**src/rtl/obstacle_spawner.sv**
```systemverilog
// Obstacle spawn scheduler: turns the free-running random word into timed
// spawn requests (gap countdown in frame ticks, then type/height) over valid/ready.
module obstacle_spawner #(
  parameter int unsigned MIN_GAP    = 40,
  parameter int unsigned GAP_FLOOR  = 16,
  parameter int unsigned BIRD_SPEED = 4
) (
  input  logic        clk,
  input  logic        rst_n,
  input  logic [29:0] rnd,
  input  logic        tick,
  input  logic        run,
  input  logic [3:0]  speed,
  input  logic        spawn_ready,
  output logic        spawn_valid,
  output logic [1:0]  spawn_type,
  output logic [1:0]  spawn_height,
  output logic [15:0] spawn_count
);

  localparam int unsigned GAP_W = 8;
  localparam int unsigned CNT_W = 16;

  typedef enum logic [1:0] {IDLE, WAIT, OFFER} state_t;

  state_t             state, state_next;
  logic [GAP_W-1:0]   gap_cnt, gap_cnt_next;
  logic               valid_next;
  logic [1:0]         type_next, height_next;
  logic [CNT_W-1:0]   count_next;

  logic signed [9:0]  g_c;
  logic [GAP_W-1:0]   gap_c;
  logic [1:0]         type_c, height_c;
  logic               bird_ok_c;
  logic               handshake_c;
  logic               unused_rnd_c;

  assign unused_rnd_c = ^{rnd[29:12], rnd[7:6]};
  assign handshake_c  = spawn_valid && spawn_ready;
  assign bird_ok_c    = ({1'b0, speed} >= 5'(BIRD_SPEED));

  // Speed-compensated gap, evaluated signed so a large speed cannot wrap past the floor.
  always_comb begin
    g_c   = $signed(10'(MIN_GAP)) + $signed({4'b0, rnd[5:0]}) - $signed({5'b0, speed, 1'b0});
    gap_c = (g_c < $signed(10'(GAP_FLOOR))) ? GAP_W'(GAP_FLOOR) : g_c[GAP_W-1:0];
  end

  // Obstacle type and bird altitude; the 2'b11 altitude code folds onto the middle lane.
  always_comb begin
    type_c   = 2'd0;
    height_c = 2'd0;
    if (rnd[9]) begin
      if (rnd[8] && bird_ok_c) begin
        type_c   = 2'd2;
        height_c = (rnd[11:10] == 2'b11) ? 2'd1 : rnd[11:10];
      end else begin
        type_c = 2'd1;
      end
    end
  end

  always_ff @(posedge clk or negedge rst_n) begin
    if (!rst_n) begin
      state        <= IDLE;
      gap_cnt      <= '0;
      spawn_valid  <= 1'b0;
      spawn_type   <= 2'd0;
      spawn_height <= 2'd0;
      spawn_count  <= '0;
    end else begin
      state        <= state_next;
      gap_cnt      <= gap_cnt_next;
      spawn_valid  <= valid_next;
      spawn_type   <= type_next;
      spawn_height <= height_next;
      spawn_count  <= count_next;
    end
  end

  always_comb begin
    state_next = state;
    if (!run) begin
      state_next = IDLE;
    end else begin
      case (state)
        IDLE:    state_next = WAIT;
        WAIT:    if (tick && gap_cnt == GAP_W'(1)) state_next = OFFER;
        OFFER:   if (handshake_c) state_next = WAIT;
        default: state_next = IDLE;
      endcase
    end
  end

  // A handshake coinciding with run falling still counts.
  always_comb begin
    gap_cnt_next = gap_cnt;
    valid_next   = spawn_valid;
    type_next    = spawn_type;
    height_next  = spawn_height;
    count_next   = spawn_count + CNT_W'(handshake_c);
    if (!run) begin
      gap_cnt_next = '0;
      valid_next   = 1'b0;
    end else begin
      case (state)
        IDLE: begin
          gap_cnt_next = gap_c;
          valid_next   = 1'b0;
        end
        WAIT: begin
          if (tick) begin
            gap_cnt_next = gap_cnt - GAP_W'(1);
            if (gap_cnt == GAP_W'(1)) begin
              valid_next  = 1'b1;
              type_next   = type_c;
              height_next = height_c;
            end
          end
        end
        OFFER: begin
          if (handshake_c) begin
            gap_cnt_next = gap_c;
            valid_next   = 1'b0;
          end
        end
        default: begin
          gap_cnt_next = '0;
          valid_next   = 1'b0;
        end
      endcase
    end
  end

endmodule

```
**config.mk**
```make
export PLATFORM = sky130hd
export DESIGN_NAME = obstacle_spawner
export DESIGN_NICKNAME = d
export VERILOG_FILES = /design/src/rtl/obstacle_spawner.sv
export SDC_FILE = /design/constraint.sdc
export NUM_CORES = 1
export LEC_CHECK = 0
export ABC_CLOCK_PERIOD_IN_PS = 1950
export CORE_ASPECT_RATIO = 1.2
export CORE_UTILIZATION = 43
export CTS_CLUSTER_SIZE = 30
export DETAILED_ROUTE_END_ITERATION = 12
export PLACE_DENSITY = 0.76
export SLEW_MARGIN = 30
export SYNTH_ARGS = -nofsm -noshare
export SYNTH_HDL_FRONTEND = slang
export SYNTH_SLANG_ARGS = --single-unit
```
**constraint.sdc**
```tcl
create_clock -name clk -period 1.95 [get_ports clk]
set_clock_uncertainty 0.05 [all_clocks]
set_input_delay 0.39 -clock clk [delete_from_list [all_inputs] [get_ports clk]]
set_output_delay 0.39 -clock clk [all_outputs]
set_load 0.1 [all_outputs]
```
==> results of run 1 <==
## what timing repair did
item	4_1_cts	5_1_grt
cloned	0	0
setup buffers	1	0
resized for setup	24	17
endpoints found under the setup margin	7	11
pin swaps	10	6
## synth_stat cells (all sizes together) (3+ instances only)
cell and number:
nand3 10, dfrtp 31, nand4 7, o21ai 6, nor2 11, nand2 15
o22ai 3, ha 12, xor2 7, inv 19, and2 3, xnor2 9
nor3 7, or3 3, a21oi 7, mux2i 3
## per-stage QoR
step                 util  instances  TNS (ns)  total power [mW]  worst slack, ns
detailed placement  0.679        296     -4.74              1.84           -0.789
global route        0.715        305   -0.0692              2.51          -0.0318
global placement    0.679        296     -4.28              1.82           -0.722
CTS                 0.711        305   -0.0203              2.37          -0.0203
floorplan               -        184   -0.0378              1.46          -0.0378
finish              0.715        305         0              2.41           0.0283
## power groups by stage
stage / clock network [mW] / registers, mW / logic, mW
detailed placement: 0 / 0.860 / 0.979
finish: 0.519 / 0.855 / 1.03
CTS: 0.520 / 0.852 / 0.996
global placement: 0 / 0.861 / 0.957
global route: 0.550 / 0.867 / 1.10
floorplan: 0 / 1.08 / 0.370
## sequential cells by signal, summed over array words and instances, names as in the netlist
register / flops
gap_cnt: 8
spawn_count: 16
spawn_valid: 1
state: 2
spawn_height: 2
spawn_type: 2
## routing by layer
layer | vias up | part of all wire | wire, um
li1 | 783 | - | -
met1 | 778 | 0.38 | 1620
met2 | 69 | 0.54 | 2260
met3 | 15 | 0.050 | 212
met4 | 0 | 0.030 | 125
met5 | - | 0 | 0
## layout make-up
class                   count  area share
clock inverters             1     0.00175
repair buffers             61       0.261
clock buffers               7      0.0301
well taps                  54      0.0236
inverters                  19      0.0319
multi-input cells         132       0.378
flip-flops and latches     31       0.273
## worst max-delay path, cell delays in order
cell and delay, ns:
sky130_fd_sc_hd__buf_8 0.09, sky130_fd_sc_hd__inv_12 0.03, sky130_fd_sc_hd__ha_4 0.25, sky130_fd_sc_hd__inv_2 0.04
sky130_fd_sc_hd__fa_2 0.41, sky130_fd_sc_hd__nor2b_4 0.14, sky130_fd_sc_hd__o21a_1 0.19, sky130_fd_sc_hd__nor3_2 0.06
sky130_fd_sc_hd__o31a_1 0.28, sky130_fd_sc_hd__o31ai_2 0.20
## cell families (layout without fill, tap and decap cells)
group | Yosys count | after routing | share of synthesized area
AOI/OAI and AO/OA | 31 | 31 | 0.120
xor gates and xnor gates | 16 | 16 | 0.0769
and+or+nand+nor | 67 | 67 | 0.203
adders and majority gates | 13 | 13 | 0.0934
buffers and inverters | 21 | 88 | 0.0481
DFF | 31 | 31 | 0.426
muxes | 5 | 5 | 0.0330
## worst max path at each step
stage                  start          to  slack, ns  depth (start not counted)
global placement    speed[0]  gap_cnt[5]      -0.72                         10
floorplan           speed[0]  gap_cnt[5]      -0.04                          9
detailed placement  speed[0]  gap_cnt[5]      -0.79                         10
global route        speed[0]  gap_cnt[5]      -0.03                         10
finish              speed[0]  gap_cnt[5]       0.03                         10
CTS                 speed[1]  gap_cnt[5]      -0.02                         10
==> impl_results.html, run 1 <==
<table>
<tr><th>Metric</th><th>Value</th></tr>
<tr><th colspan="2">CTS</th></tr>
<tr><td>Total clock buffers created by CTS</td><td>5</td></tr>
<tr><td>Clock root buffer</td><td>sky130_fd_sc_hd__clkbuf_8</td></tr>
<tr><td>Clock tree from TritonCTS</td><td>built</td></tr>
<tr><td>Depth of the CTS H-tree</td><td>2</td></tr>
<tr><td>Number of clock sinks seen by CTS</td><td>31</td></tr>
<tr><td>Max Root-Sink Buffers</td><td>2</td></tr>
<tr><td>Clk_lat worst skew</td><td>0.28 ns</td></tr>
<tr><td>CTS Hold Buffers Added</td><td>0</td></tr>
<tr><td>Clock-pin slew of the registers on the worst-case setup and hold paths</td><td>0.07 ns</td></tr>
<tr><th colspan="2">Pwr</th></tr>
<tr><td>Cell internal pwr</td><td>1.47 mW</td></tr>
<tr><td>Net switching power</td><td>0.935 mW</td></tr>
<tr><td>Combinational share of power</td><td>0.429</td></tr>
<tr><td>Clock network fraction of design power</td><td>0.216</td></tr>
<tr><td>Static leakage</td><td>1.29 nW</td></tr>
<tr><td>Fraction of power consumed by sequential logic</td><td>0.355</td></tr>
<tr><td>Peak ir drop on the vdd network</td><td>0.863 mV</td></tr>
<tr><td>Proportion of total power due to net switching</td><td>0.389</td></tr>
<tr><td>Power density over cell area</td><td>840 nW/um2</td></tr>
<tr><th colspan="2">Finish</th></tr>
<tr><td>Most common cell after layout, fill and taps aside</td><td>sky130_fd_sc_hd__dfrtp_1</td></tr>
<tr><td>Highest-count cells in the layout ignoring fill and taps</td><td>sky130_fd_sc_hd__dfrtp_1 (25), sky130_fd_sc_hd__buf_4 (21), sky130_fd_sc_hd__buf_12 (21)</td></tr>
<tr><td>Fraction of layout instances using a drive strength above 1</td><td>0.363</td></tr>
<tr><td>Register cell area after layout</td><td>783 um2</td></tr>
<tr><td>Final instance area</td><td>2860 um2</td></tr>
<tr><td>Area delta synth-&gt;final</td><td>57.2%</td></tr>
<tr><td>NumNets Final</td><td>302</td></tr>
<tr><td>Footprint of the multi-input gates</td><td>1080 um2</td></tr>
<tr><td>Number of inserted filler cells in the final layout</td><td>309</td></tr>
<tr><td>Diode count</td><td>0</td></tr>
<tr><th colspan="2">GRT</th></tr>
<tr><td>GR met3 Demand/Resource</td><td>0.0563</td></tr>
<tr><td>Number of global-route vias before repair</td><td>1565</td></tr>
<tr><td>Initial antenna violation count</td><td>0</td></tr>
<tr><td>Met1 GRT Util</td><td>0.216</td></tr>
<tr><td>Global-route wire length before repair</td><td>6.67 mm</td></tr>
<tr><td>Met2 Usage GRT</td><td>0.364</td></tr>
<tr><td>Largest net degree at the start of global routing</td><td>32</td></tr>
<tr><td>Layer carrying the most global-route usage</td><td>met2</td></tr>
<tr><td>GRT Util Overall</td><td>0.203</td></tr>
<tr><td>Residual overflow from global routing</td><td>0</td></tr>
<tr><th colspan="2">Logic synthesis</th></tr>
<tr><td>Synthesized area divided by synthesized cell count</td><td>9.90 um2</td></tr>
<tr><td>Yosys synthesis warning count</td><td>0</td></tr>
<tr><td>Summed instance area of the synthesized netlist</td><td>1820 um2</td></tr>
<tr><td>Number of synthesized flops with an enable pin</td><td>0</td></tr>
<tr><td>Cell types occupying the most area after synthesis</td><td>sky130_fd_sc_hd__dfrtp_1 (43%), sky130_fd_sc_hd__ha_1 (8.2%), sky130_fd_sc_hd__xnor2_1 (4.3%)</td></tr>
<tr><td>Post-synthesis sequential area ratio</td><td>0.426</td></tr>
<tr><td>Commonest register cell after synthesis</td><td>sky130_fd_sc_hd__dfrtp_1</td></tr>
<tr><td>Post-synth ARST share</td><td>1.00</td></tr>
<tr><td>Area share of the largest cell type after synthesis</td><td>0.426</td></tr>
<tr><td>Post-synth net total</td><td>236</td></tr>
<tr><td>Number of standard cells after synthesis</td><td>184</td></tr>
<tr><td>Library cells used by synthesis</td><td>43</td></tr>
<tr><td>Post-synthesis sequential element count</td><td>31</td></tr>
<tr><td>Cell type contributing the most total cell area after synthesis</td><td>sky130_fd_sc_hd__dfrtp_1</td></tr>
<tr><th colspan="2">STA</th></tr>
<tr><td>Minimum period implied by the final worst setup slack</td><td>1.92 ns</td></tr>
<tr><td>Final slew viol count</td><td>0</td></tr>
<tr><td>Min Hold Slack</td><td>0.454 ns</td></tr>
<tr><td>Post-route fraction of the period consumed by the critical path</td><td>0.985</td></tr>
<tr><td>Pin slew with the least headroom to its limit</td><td>0.395 ns</td></tr>
<tr><td>Rel. slew slack</td><td>0.737</td></tr>
<tr><td>Total count of hold-check failures in the final report</td><td>0</td></tr>
<tr><td>Unrepaired setup endpoints after global routing</td><td>yes</td></tr>
<tr><td>Finish-stage setup viols</td><td>0</td></tr>
<tr><td>Peak Freq</td><td>0.520 GHz</td></tr>
<tr><th colspan="2">Place</th></tr>
<tr><td>Placer's final routability congestion estimate</td><td>0.929</td></tr>
<tr><td>Count of port buffers added during placement</td><td>39</td></tr>
<tr><td>Placed instance area</td><td>2720 um2</td></tr>
<tr><td>Detailed placement HPWL</td><td>3.05 mm</td></tr>
<tr><th colspan="2">Setup path</th></tr>
<tr><td>Maximum net fanout on the critical path</td><td>2</td></tr>
<tr><td>Crit path arrival time</td><td>2.07 ns</td></tr>
<tr><td>Data required time of the worst path</td><td>2.10 ns</td></tr>
<tr><td>Crit. End Element</td><td>register</td></tr>
<tr><td>Critical path type</td><td>input pin to register</td></tr>
<tr><td>Startpoint of the worst register-to-register path</td><td>gap_cnt[2]</td></tr>
<tr><td>Count of cells along the worst register-to-register path</td><td>5</td></tr>
<tr><td>Critical path launch point type</td><td>input pin</td></tr>
<tr><td>Minimum setup slack among reg-to-reg paths</td><td>0.07 ns</td></tr>
<tr><td>Reg2reg end</td><td>spawn_height[1]</td></tr>
<tr><th colspan="2">Floorplanning</th></tr>
<tr><td>Die outline area</td><td>4500 um2</td></tr>
<tr><td>Standard-cell rows</td><td>25</td></tr>
<tr><td>Floorplan die width</td><td>61.4 um</td></tr>
<tr><td>Count of boundary I/O pins</td><td>60</td></tr>
<tr><td>Initial core utilization</td><td>0.455</td></tr>
<tr><td>Floorplan Core Area</td><td>4000 um2</td></tr>
<tr><td>Die Span Y</td><td>73.3 um</td></tr>
<tr><th colspan="2">Drt</th></tr>
<tr><td>Antenna violation net count after detailed routing</td><td>0</td></tr>
<tr><td>Detailed router's first-iteration violation count</td><td>61</td></tr>
<tr><td>DRC</td><td>0</td></tr>
<tr><td>DR vias</td><td>1645</td></tr>
<tr><td>Number of vias per cell after detailed routing</td><td>5.39</td></tr>
<tr><td>Routed length per instance</td><td>13.9 um</td></tr>
<tr><td>Detailed-router iteration count before antenna repair</td><td>5</td></tr>
<tr><td>Wirelength, routed</td><td>4.23 mm</td></tr>
<tr><th colspan="2">Status</th></tr>
<tr><td>Result of the run</td><td>finished clean</td></tr>
<tr><th colspan="2">Run</th></tr>
<tr><td>Count of max-cap constraint violations</td><td>0</td></tr>
<tr><th colspan="2">Min path</th></tr>
<tr><td>Kind of path behind the tightest hold check</td><td>input pin to asynchronous set/reset pin</td></tr>
</table>
Power figures use the tool's default switching activity.
==> run 2, diff against run 1 <==
--- a/config.mk
+++ b/config.mk
@@ -5,7 +5,7 @@
 export SDC_FILE = /design/constraint.sdc
 export NUM_CORES = 1
 export LEC_CHECK = 0
-export ABC_CLOCK_PERIOD_IN_PS = 1950
+export ABC_CLOCK_PERIOD_IN_PS = 2330
 export CORE_ASPECT_RATIO = 1.2
 export CORE_UTILIZATION = 43
 export CTS_CLUSTER_SIZE = 30
==> constraint.sdc (replaced) <==
create_clock -name clk -period 2.33 [get_ports clk]
set_clock_uncertainty 0.05 [all_clocks]
set_input_delay 0.466 -clock clk [delete_from_list [all_inputs] [get_ports clk]]
set_output_delay 0.466 -clock clk [all_outputs]
set_load 0.1 [all_outputs]
==> impl_results.html, run 2 (synthesized netlist as in run 1, its figures left out) <==
<table>
<tr><th>Metric</th><th>Value</th></tr>
<tr><th colspan="2">Finish</th></tr>
<tr><td>Number of flip-flops under the largest register name</td><td>16 (unchanged)</td></tr>
<tr><td>Most common cell after layout, fill and taps aside</td><td>sky130_fd_sc_hd__buf_4</td></tr>
<tr><td>Highest-count cells in the layout ignoring fill and taps</td><td>sky130_fd_sc_hd__buf_4 (37), sky130_fd_sc_hd__dfrtp_1 (31), sky130_fd_sc_hd__inv_1 (16)</td></tr>
<tr><td>Area delta synth-&gt;final</td><td>35.6%</td></tr>
<tr><td>Largest register by flop count</td><td>spawn_count</td></tr>
<tr><td>Core utilization of the finished layout</td><td>0.617 (-0.0984)</td></tr>
<tr><td>Registers with the most flip-flops</td><td>spawn_count: 16 flops, gap_cnt: 8 flops</td></tr>
<tr><td>Fraction of layout instances using a drive strength above 1</td><td>0.254 (-0.108)</td></tr>
<tr><td>Diode count</td><td>0 (unchanged)</td></tr>
<tr><td>NumNets Final</td><td>296 (-2.0%)</td></tr>
<tr><th colspan="2">CTS</th></tr>
<tr><td>Total clock buffers created by CTS</td><td>5 (unchanged)</td></tr>
<tr><td>Max Root-Sink Buffers</td><td>2 (unchanged)</td></tr>
<tr><td>Depth of the CTS H-tree</td><td>2 (unchanged)</td></tr>
<tr><td>Clock tree from TritonCTS</td><td>built</td></tr>
<tr><td>Clk_lat worst skew</td><td>0.28 ns (about the same)</td></tr>
<tr><td>CTS Hold Buffers Added</td><td>0 (unchanged)</td></tr>
<tr><td>Clock root buffer</td><td>sky130_fd_sc_hd__clkbuf_8</td></tr>
<tr><td>Clock-pin slew of the registers on the worst-case setup and hold paths</td><td>0.06 ns (about the same)</td></tr>
<tr><td>Number of clock sinks seen by CTS</td><td>31 (unchanged)</td></tr>
<tr><th colspan="2">STA</th></tr>
<tr><td>Total count of hold-check failures in the final report</td><td>0 (unchanged)</td></tr>
<tr><td>Final slew viol count</td><td>0 (unchanged)</td></tr>
<tr><td>Minimum period implied by the final worst setup slack</td><td>2.32 ns</td></tr>
<tr><td>Min Hold Slack</td><td>0.415 ns (-0.0390 ns)</td></tr>
<tr><td>Post-route fraction of the period consumed by the critical path</td><td>0.994</td></tr>
<tr><td>Rel. slew slack</td><td>0.739 (+0.00231)</td></tr>
<tr><td>Pin slew with the least headroom to its limit</td><td>0.391 ns (-0.00346 ns)</td></tr>
<tr><td>Finish-stage setup viols</td><td>0 (unchanged)</td></tr>
<tr><td>Peak Freq</td><td>0.432 GHz</td></tr>
<tr><td>Unrepaired setup endpoints after global routing</td><td>yes</td></tr>
<tr><th colspan="2">Setup path</th></tr>
<tr><td>CP Cell Sequence</td><td>clkdlybuf4s50_1 -&gt; ha_1 -&gt; inv_2 -&gt; ha_4 -&gt; nor2b_4 -&gt; o21a_1 -&gt; o21a_1 -&gt; o31a_1 -&gt; o31ai_2</td></tr>
<tr><td>Critical path launch point type</td><td>input pin</td></tr>
<tr><td>Delay-heaviest family, CP</td><td>compound AO/OA/AOI/OAI gates</td></tr>
<tr><td>Worst path slowest cell</td><td>sky130_fd_sc_hd__clkdlybuf4s50_1</td></tr>
<tr><td>Critical path type</td><td>input pin to register</td></tr>
<tr><td>Cell mode on critical path</td><td>sky130_fd_sc_hd__o21a_1</td></tr>
<tr><td>Critical path buffers and inverters</td><td>2 (-1)</td></tr>
<tr><td>Crit path arrival time</td><td>2.46 ns (+0.39 ns)</td></tr>
<tr><td>Data required time of the worst path</td><td>2.47 ns (+0.37 ns)</td></tr>
<tr><td>Longest individual stage delay on the worst path</td><td>0.48 ns (+0.07 ns)</td></tr>
<tr><td>Crit. End Element</td><td>register</td></tr>
<tr><td>Maximum net fanout on the critical path</td><td>3 (+1)</td></tr>
<tr><th colspan="2">Drt</th></tr>
<tr><td>Wirelength, routed</td><td>3.69 mm (-13%)</td></tr>
<tr><td>Detailed-router iteration count before antenna repair</td><td>4 (-1)</td></tr>
<tr><td>DRC</td><td>0 (unchanged)</td></tr>
<tr><td>Routed length per instance</td><td>12.4 um (-11%)</td></tr>
<tr><td>Antenna violation net count after detailed routing</td><td>0 (unchanged)</td></tr>
<tr><td>Number of vias per cell after detailed routing</td><td>5.19 (-3.7%)</td></tr>
<tr><td>DR vias</td><td>1548 (-5.9%)</td></tr>
<tr><td>Detailed router's first-iteration violation count</td><td>51 (-16%)</td></tr>
<tr><th colspan="2">Run</th></tr>
<tr><td>Count of max-cap constraint violations</td><td>0 (unchanged)</td></tr>
<tr><th colspan="2">GRT</th></tr>
<tr><td>Largest net degree at the start of global routing</td><td>32 (unchanged)</td></tr>
<tr><td>GRT Util Overall</td><td>0.188 (-0.0154)</td></tr>
<tr><td>Number of global-route vias before repair</td><td>1488 (-4.9%)</td></tr>
<tr><td>Global-route wire length before repair</td><td>6.18 mm (-7.3%)</td></tr>
<tr><td>Residual overflow from global routing</td><td>0 (unchanged)</td></tr>
<tr><td>Initial antenna violation count</td><td>0 (unchanged)</td></tr>
<tr><th colspan="2">Place</th></tr>
<tr><td>Count of port buffers added during placement</td><td>39 (unchanged)</td></tr>
<tr><td>Placer's final routability congestion estimate</td><td>0.879 (-5.4%)</td></tr>
<tr><td>Detailed placement HPWL</td><td>2.82 mm (-7.4%)</td></tr>
<tr><th colspan="2">Floorplanning</th></tr>
<tr><td>Standard-cell rows</td><td>25 (unchanged)</td></tr>
<tr><td>Count of boundary I/O pins</td><td>60 (unchanged)</td></tr>
<tr><td>Initial core utilization</td><td>0.455 (unchanged)</td></tr>
<tr><td>Floorplan die width</td><td>61.4 um (unchanged)</td></tr>
<tr><td>Die Span Y</td><td>73.3 um (unchanged)</td></tr>
<tr><td>Die outline area</td><td>4500 um2 (unchanged)</td></tr>
<tr><td>Floorplan Core Area</td><td>4000 um2 (unchanged)</td></tr>
<tr><th colspan="2">Min path</th></tr>
<tr><td>Kind of path behind the tightest hold check</td><td>register to register</td></tr>
<tr><th colspan="2">Pwr</th></tr>
<tr><td>Combinational share of power</td><td>0.392 (-0.037)</td></tr>
<tr><td>Proportion of total power due to net switching</td><td>0.394 (+0.00520)</td></tr>
<tr><td>Net switching power</td><td>0.721 mW (-23%)</td></tr>
<tr><td>Total power</td><td>1.83 mW (-24%)</td></tr>
<tr><td>Static leakage</td><td>1.19 nW (-7.8%)</td></tr>
<tr><td>Clock network fraction of design power</td><td>0.226 (+0.010)</td></tr>
<tr><td>Peak ir drop on the vdd network</td><td>0.516 mV (-40%)</td></tr>
<tr><td>Power density over cell area</td><td>741 nW/um2 (-12%)</td></tr>
<tr><td>Cell internal pwr</td><td>1.11 mW (-25%)</td></tr>
<tr><td>Fraction of power consumed by sequential logic</td><td>0.382 (+0.027)</td></tr>
<tr><th colspan="2">Status</th></tr>
<tr><td>Result of the run</td><td>finished clean</td></tr>
</table>
-- run 2: cell count changes in the layout (fill, tap and decap cells not counted), moves of 2 or more --
cell,previous run,this run
sky130_fd_sc_hd__clkbuf_2,4,0
sky130_fd_sc_hd__inv_1,12,16
sky130_fd_sc_hd__dfrtp_1,25,31
sky130_fd_sc_hd__ha_4,6,3
sky130_fd_sc_hd__clkdlybuf4s50_1,10,15
sky130_fd_sc_hd__ha_1,6,9
sky130_fd_sc_hd__buf_12,21,0
sky130_fd_sc_hd__buf_4,21,37
sky130_fd_sc_hd__dfrtp_2,6,0
sky130_fd_sc_hd__inv_2,5,3
-- run 2: path summary, 6_finish.rpt --
| path | start | end | slack [ns] | depth (start not counted) |
|---|---|---|---|---|
| setup / recovery | speed[2] | gap_cnt[5] | 0.01 | 9 |
| hold / removal | spawn_count[15] | spawn_count[15] | 0.42 | 1 |
| setup reg to reg | gap_cnt[4] | spawn_type[1] | 0.34 | 5 |
| hold reg to reg | spawn_count[15] | spawn_count[15] | 0.42 | 1 |
| max in group asynchronous | rst_n | gap_cnt[1] | 1.41 | 2 |
| min in group asynchronous | rst_n | spawn_count[4] | 0.53 | 2 |
-- run 2: per-stage QoR --
step,instance area (um2),std cells,setup slack [ns],TNS [ns]
after floorplan,1820,184,0.139,0
after CTS,2450,298,0.00258,0
after global placement,2320,290,-0.422,-2.01
after detailed placement,2320,290,-0.467,-2.29
final,2470,298,0.0141,0
after global routing,2470,298,-0.0407,-0.0495
-- run 2: area by class of cell --
class | count | area (um2)
clock buffers | 6 | 82.6
multi-input cells | 132 | 1010
clock inverters | 1 | 5.00
inverters | 19 | 71.3
well taps | 54 | 67.6
fillers | 360 | 1530
repair buffers | 55 | 454
flip-flops and latches | 31 | 776
-- run 2: what timing repair did --
action	CTS	global route
gates resized for setup	11	5
setup endpoints to repair	5	6
endpoints found under the hold margin	0	0
pin swaps	7	2
buffers inserted	1	0
-- run 2: power groups by stage --
| stage | Sequential (mW) | Clock (mW) | Combinational [mW] |
|---|---|---|---|
| after floorplan | 0.906 | 0 | 0.292 |
| after global routing | 0.708 | 0.459 | 0.780 |
| after CTS | 0.698 | 0.427 | 0.715 |
| after detailed placement | 0.706 | 0 | 0.697 |
| after global placement | 0.704 | 0 | 0.685 |
| final | 0.699 | 0.414 | 0.717 |
-- run 2: layer usage --
metal,global-route usage,up-vias,part of all wire
met4,0.0667,0,0.0092
met2,0.326,36,0.53
li1,-,767,-
met3,0.0581,4,0.037
met5,0,-,0
met1,0.213,741,0.42
==> run 3, diff against run 2 <==
--- a/config.mk
+++ b/config.mk
@@ -8,6 +8,7 @@
 export ABC_CLOCK_PERIOD_IN_PS = 2330
 export CORE_ASPECT_RATIO = 1.2
 export CORE_UTILIZATION = 43
+export CTS_BUF_LIST = sky130_fd_sc_hd__clkbuf_2 sky130_fd_sc_hd__clkbuf_4 sky130_fd_sc_hd__clkbuf_8
 export CTS_CLUSTER_SIZE = 30
 export DETAILED_ROUTE_END_ITERATION = 12
 export PLACE_DENSITY = 0.76
==> results of run 3 <==
The final DEF is identical to that of run 2; final timing and power are the same.
==> patch (flow settings as in run 2) <==
The localparam `GAP_W` goes from 8 to 10.
--- a/src/rtl/obstacle_spawner.sv
+++ b/src/rtl/obstacle_spawner.sv
@@ -18,7 +18,7 @@
   output logic [15:0] spawn_count
 );
 
-  localparam int unsigned GAP_W = 8;
+  localparam int unsigned GAP_W = 10;
   localparam int unsigned CNT_W = 16;
 
   typedef enum logic [1:0] {IDLE, WAIT, OFFER} state_t;
Formal check against the unedited RTL: same outputs for any inputs over 10 cycles, from zero or initial values and one cycle with rst_n low; that may be too few to reach the edited logic, so the function may still have changed.
==> patch against run 2 <==
Critical path depth rose by 1. Largest cell class unchanged. Wire length up 11%. Final cell count is 3.4% higher. Total power is 3.2% lower. Worst setup slack worse by 8.9 ps. Critical endpoint is now gap_cnt[0]. Synthesized cell count up 1.6%. Maximum frequency down 0.38%. Combinational power down 3.9%. Sequential cell count up 2. Synthesized area rose by 5.3%. Critical path type unchanged. Hold slack better by 20 ps. Highest routed layer unchanged. Final area up 9.6%.
==> patch: results (changes against run 2) <==
{| class="wikitable"
! Metric !! Value
|-
| Result of the run || finished clean
|-
| Proportion of final cell area spent on non-clock buffers || 18.4% (+0.058 points)
|-
| Post-detail-place hpwl || 3000 µm (+6.2%)
|-
| Multi-Input Combinational || 136 (+3.0%)
|-
| Area fraction of clock buffers and clock inverters || 3.05% (-0.49 points)
|-
| Fill cell count || 367 (+1.9%)
|-
| Crit-path slowest cell || sky130_fd_sc_hd__or3_4
|-
| Startpoint of the lowest-slack register-to-register path || gap_cnt[2]
|-
| Highest ir drop seen on vdd || 0.444 mV (-14%)
|-
| NumNets Final || 303 (+2.4%)
|-
| Crit path capture || gap_cnt[0]
|-
| Setup ws final || 5.22 ps (-8.90 ps)
|-
| Met1 wire length || 1680 µm (+7.4%)
|-
| Number of distinct standard cells referenced by the synthesized netlist || 41 (-4.7%)
|-
| Leading post-synthesis cells by instance count || sky130_fd_sc_hd__dfrtp_1, sky130_fd_sc_hd__nand2_1, sky130_fd_sc_hd__inv_1, sky130_fd_sc_hd__xnor2_1, sky130_fd_sc_hd__nor2_1
|-
| Pin count of the biggest net entering global routing || 34 (+6.3%)
|-
| Total wire length || 4110 µm (+11%)
|-
| Global-route usage over all layers || 19.7% (+0.95 points)
|-
| Routed met3 length || 164 µm (+20%)
|-
| Arrival @ worst endpoint || 2440 ps (-20 ps)
|-
| Number of cells in the finished layout apart from fillers || 308 (+3.4%)
|-
| Routed length on met2 || 2190 µm (+12%)
|-
| Worst setup startpoint || speed[3]
|-
| Ranking of synthesized cells by area || sky130_fd_sc_hd__dfrtp_1, sky130_fd_sc_hd__ha_1, sky130_fd_sc_hd__xnor2_1, sky130_fd_sc_hd__nand2_1, sky130_fd_sc_hd__inv_1
|-
| Fraction of layout cells with a size suffix above 1 || 33.3% (+7.9 points)
|-
| Slowest stage delay, CP || 400 ps (-80 ps)
|-
| Last weighted congestion value of the routability-driven placer || 0.803 (-8.6%)
|-
| Met2 track utilization from global routing || 36.0% (+3.4 points)
|-
| 1st-iter DRT viols || 85 (+67%)
|-
| Met1 Resource Use GR || 21.6% (+0.37 points)
|}
-- patch: changes by cell type after synthesis, sizes merged, moves of 4 or more --
cell,delta
nand4,-5
xnor2,+7
o221ai,+4
nor3,-5
-- patch: timing repair --
item / in CTS / in global routing
pin swaps: 10 / 10
endpoints found under the setup margin: 6 / 5
gates resized for setup: 23 / 16
-- patch: stage by stage --
| stage | cell area (µm²) | TNS (ps) | hold slack [ps] |
|---|---|---|---|
| final | 2710 | 0 | 435 |
| after detailed placement | 2470 | -2970 | 433 |
| after global routing | 2710 | -36.7 | 466 |
| after CTS | 2660 | 0 | 444 |
| after global placement | 2470 | -2570 | 412 |
| after floorplan | 1920 | 0 | 120 |
-- patch: cell families (layout without fill, tap and decap cells) --
kind of cell,count (synthesis),in the layout,synth area share (%)
adder cells (fa/ha/maj),13,13,8.87
flip-flops,33,33,43.1
AO/OA/AOI/OAI,30,30,11.9
XOR/XNOR,20,20,9.13
buffers and inverters,18,83,3.59
AND/OR/NAND/NOR,67,67,19.8
multiplexers,6,6,3.65
